`config.mk`:
```
export PLATFORM = sky130hd
export DESIGN_NAME = piano_voice_mixer
export DESIGN_NICKNAME = d
export VERILOG_FILES = /design/src/rtl/piano_voice_mixer.sv
export SDC_FILE = /design/constraint.sdc
export NUM_CORES = 1
export LEC_CHECK = 0
export ABC_AREA = 1
export CORE_MARGIN = 2
export CORE_UTILIZATION = 59
export DETAILED_ROUTE_END_ITERATION = 8
export MAX_ROUTING_LAYER = met4
export PLACE_DENSITY = 0.79
export SETUP_SLACK_MARGIN = 0.5
export SLEW_MARGIN = 5
export SYNTH_ARGS = -nofsm -noshare
export SYNTH_HDL_FRONTEND = slang
export SYNTH_SLANG_ARGS = --single-unit
```
`constraint.sdc`:
```
create_clock -name clock -period 5.5 [get_ports clock]
set_input_delay 1.1 -clock clock [delete_from_list [all_inputs] [get_ports clock]]
set_output_delay 1.1 -clock clock [all_outputs]
set_load 0.01 [all_outputs]
```
`src/rtl/piano_voice_mixer.sv`:
```
`default_nettype none
// ============================================================================
// piano_voice_mixer: one square-wave voice per held key, summed into a signed
// 32-bit PCM sample for both Audio_Controller channels.   Rev 1.0
// ============================================================================
module piano_voice_mixer #(
  parameter int                     NUM_KEYS     = 10,
  parameter logic signed [31:0]     AMPLITUDE    = 32'sd10000000,
  parameter logic [NUM_KEYS*17-1:0] HALF_PERIODS = {17'd37921, 17'd42566, 17'd47778, 17'd50619, 17'd56818,
                                                    17'd63776, 17'd71586, 17'd75843, 17'd85131, 17'd95556}
) (
  input  logic                clock,
  input  logic                resetn,
  input  logic [NUM_KEYS-1:0] keys_in,
  input  logic                audio_out_allowed,
  output logic signed [31:0]  sound,
  output logic                write_audio_out,
  output logic [3:0]          active_count
);

  logic [NUM_KEYS-1:0] keys_q;
  logic signed [31:0]  voice_v [NUM_KEYS];
  logic signed [35:0]  mix_d;
  logic [3:0]          count_d;
  logic                valid_q;
  logic                mix_unused_w;

  always_ff @(posedge clock) begin
    if (!resetn) begin
      keys_q <= '0;
    end else begin
      keys_q <= keys_in;
    end
  end

  for (genvar gi = 0; gi < NUM_KEYS; gi++) begin : g_voice
    localparam logic [16:0] c_half = HALF_PERIODS[gi*17 +: 17];
    // Half-periods of 0 or 1 collapse to a terminal count of 0: toggle every edge.
    localparam logic [16:0] c_term = (c_half > 17'd1) ? (c_half - 17'd1) : 17'd0;

    logic [16:0] cnt_q;
    logic        phase_q;

    always_ff @(posedge clock) begin
      if (!resetn) begin
        cnt_q   <= '0;
        phase_q <= 1'b0;
      end else if (!keys_q[gi]) begin
        cnt_q   <= '0;
        phase_q <= 1'b0;
      end else if (cnt_q == c_term) begin
        cnt_q   <= '0;
        phase_q <= ~phase_q;
      end else begin
        cnt_q   <= cnt_q + 17'd1;
      end
    end

    assign voice_v[gi] = !keys_q[gi] ? 32'sd0 : (phase_q ? AMPLITUDE : -AMPLITUDE);
  end

  always_comb begin
    mix_d   = '0;
    count_d = '0;
    for (int i = 0; i < NUM_KEYS; i++) begin
      mix_d   = mix_d + {{4{voice_v[i][31]}}, voice_v[i]};
      count_d = count_d + {3'b000, keys_q[i]};
    end
  end

  // Guard bits exist only to keep the sum exact; the voice set never exceeds 31 bits.
  assign mix_unused_w = ^mix_d[35:32];

  always_ff @(posedge clock) begin
    if (!resetn) begin
      sound        <= '0;
      active_count <= '0;
      valid_q      <= 1'b0;
    end else begin
      sound        <= mix_d[31:0];
      active_count <= count_d;
      valid_q      <= 1'b1;
    end
  end

  assign write_audio_out = valid_q & audio_out_allowed;

endmodule
`default_nettype wire

```
==> results.yml <==
status:
  status: "completed"
yosys:
  synth_flop_cell: "dfxtp_1"
  ys_seq_area_share_pct: 34.5
  synth_seq_cells: 220
  netlist_area_sq_um: 12800
  synthCells: 1678
  ys_types: 44
  synth-async-reset-ratio_pct: 0
  synth_warnings: 0
  synth-edff-count: 0
  avgSynthCellArea_sq_um: 7.60
clocking:
  cts_tree: "built"
  insertion_delay_ps: 520
  htree_levels: 1
  numCtsBuffers: 24
  clockRootBuffer: "clkbuf_16"
  clk_path_buf_depth: 3
  cts_sinks: 220
  path_clk_slew_ps: 60
grt:
  track_usage_pct: 23.9
  antenna_found_initial: 0
  gr-total-overflow: 0
  grt_max_degree: 48
  grt_pass1_wl_microns: 44300
  grt_pass1_vias: 10000
timing:
  finalMaxSlewViolations: 0
  tns_ps: 0
  fin_crit_sh_pct: 87.8
  max-slew-margin-rel_pct: 36.7
  grt_setup_unrepaired: "no"
  setup_viol: 0
  period_needed_ps: 4830
  max_freq_mhz: 207
  worst_pin_slew_ps: 950
  setup_slack_ps: 670
  finalClockSkew_ps: 9.61
  hold_violations: 0
die:
  ios: 50
  die-height_microns: 151
  core_area_sq_um: 21100
  die-width_microns: 151
  rows: 53
  die-area_sq_um: 22800
  initial_core_util_pct: 60.5
routing:
  drtPass1Iterations: 6
  vias: 10500
  detail-route-antenna-nets: 0
  viasPerCell: 5.19
  first_iter_violations: 521
  drc: 0
  wl_per_cell_microns: 12.9
  wl_microns: 26300
power:
  p_leak_nw: 5.96
  powerDensity_nw_per_um2: 410
  peakVddDrop_uv: 572
placement:
  place.gp.congestion: 0.929
  port_buffers: 42
  dp_slack_ps: 301
  dpl.hpwl_microns: 19400
final_layout:
  area_growth_pct: 13.8
  drive_gt1_share_pct: 12.9
  layout.nets: 1860
  final_cell_mix: "inv_1 (301), nand2_1 (285), dfxtp_1 (208)"
  layout_commonest_cell: "inv_1"
  n_antenna_cell: 0
flow_run:
  drv_cap: 0
critical_path:
  arrival_ps: 5280
  critical_path_class: "flop to flop"
  worstSetupEndpointType: "flop"
  cp-start-kind: "flop"
  crit_required_ps: 5950
  critPathMaxFanout: 6
min_path:
  hold_class: "flop to flop"
-- through the flow --
step / hold slack [ps] / utilization (%) / power, mW / cells / cell area [sq um]
after floorplan: 418 / - / 3.46 / 1684 / 12800
after global placement: 433 / 63.5 / 4.07 / 1978 / 13400
after detailed placement: 450 / 63.5 / 4.08 / 1978 / 13400
after CTS: 464 / 67.4 / 5.72 / 2022 / 14200
after global routing: 478 / 68.8 / 6.38 / 2032 / 14500
final: 459 / 68.8 / 5.96 / 2032 / 14500
-- critical path, cell delays in order (launching register included) --
cell and delay, ps:
dfxtp_2 350, inv_1 90, nor2_2 50, fa_1 610
inv_2 80, fa_2 490, fa_1 540, inv_1 50
fa_1 560, inv_2 70, fa_1 510, inv_1 70
ha_4 290, nand2_1 90, nand2_1 70, nand2_1 60
nand2_1 100, nand2_1 70, nand3_2 80, nand2_1 80
nand2_2 100, nand2_1 70, nand3_1 70, nand2_1 60
nor2_1 140
-- power by group --
| group | switching [mW] | internal, mW | total [mW] |
|---|---|---|---|
| Sequential | 0.0418 | 1.70 | 1.74 |
| Combinational | 1.61 | 1.03 | 2.65 |
| Clock | 0.661 | 0.910 | 1.57 |
-- kinds of logic (layout without fill, tap and decap cells) --
kind of cell	count (synthesis)	after routing	synth area share, %
AND/OR/NAND/NOR	772	772	30.1
buffers and inverters	345	418	10.6
flip-flops	220	220	34.5
AO/OA/AOI/OAI	203	203	8.62
adder cells (fa/ha/maj)	108	108	14.2
XOR/XNOR	29	29	1.99
other	1	7	0.0294
-- registers in the layout, indices dropped and copies added, names as in the netlist --
register         cells
valid_q              1
g_voice.cnt_q      170
keys_q              10
g_voice.phase_q     10
active_count         4
sound               25
-- layer usage --
layer / routed length (microns) / vias up / track usage [%]
li1: - / 5435 / -
met1: 12100 / 4859 / 30.7
met2: 12700 / 193 / 40.0
met3: 893 / 55 / 2.98
met4: 631 / 0 / 6.96
met5: 0 / - / -
-- cells in the mapped netlist (all sizes together), types with 29 or more instances --
| cell | instances | area, sq um |
|---|---|---|
| fa | 61 | 1220 |
| dfxtp | 220 | 4400 |
| o21ai | 51 | 255 |
| nand4 | 37 | 257 |
| nor3b | 29 | 238 |
| ha | 47 | 588 |
| nor3 | 74 | 527 |
| inv | 322 | 1210 |
| a21oi | 118 | 591 |
| nor2 | 210 | 901 |
| nand2 | 306 | 1190 |
| nand3 | 78 | 458 |
-- cell type report --
class | instances | area (sq um)
multi-input cells | 1119 | 7250
repair buffers | 52 | 490
flip-flops and latches | 220 | 4430
clock buffers | 33 | 674
fillers | 1675 | 6580
inverters | 322 | 1210
clock inverters | 11 | 106
well taps | 275 | 344
-- final timing paths --
check / startpoint / end / cells after the start / slack (ps)
max: keys_q[9] / sound[30] / 24 / 670
min: g_voice[4].cnt_q[0] / g_voice[4].cnt_q[0] / 1 / 460
max reg2reg: keys_q[9] / sound[30] / 24 / 670
min reg2reg: g_voice[4].cnt_q[0] / g_voice[4].cnt_q[0] / 1 / 460
-- what timing repair did --
action                     in CTS  in global routing
pin swaps                       0                 16
hold buffers                    0                  0
setup endpoints to repair      14                 18
setup buffers                   0                 10
gates resized for setup        12                 68
No activity file was read; power rests on OpenSTA's default activity.
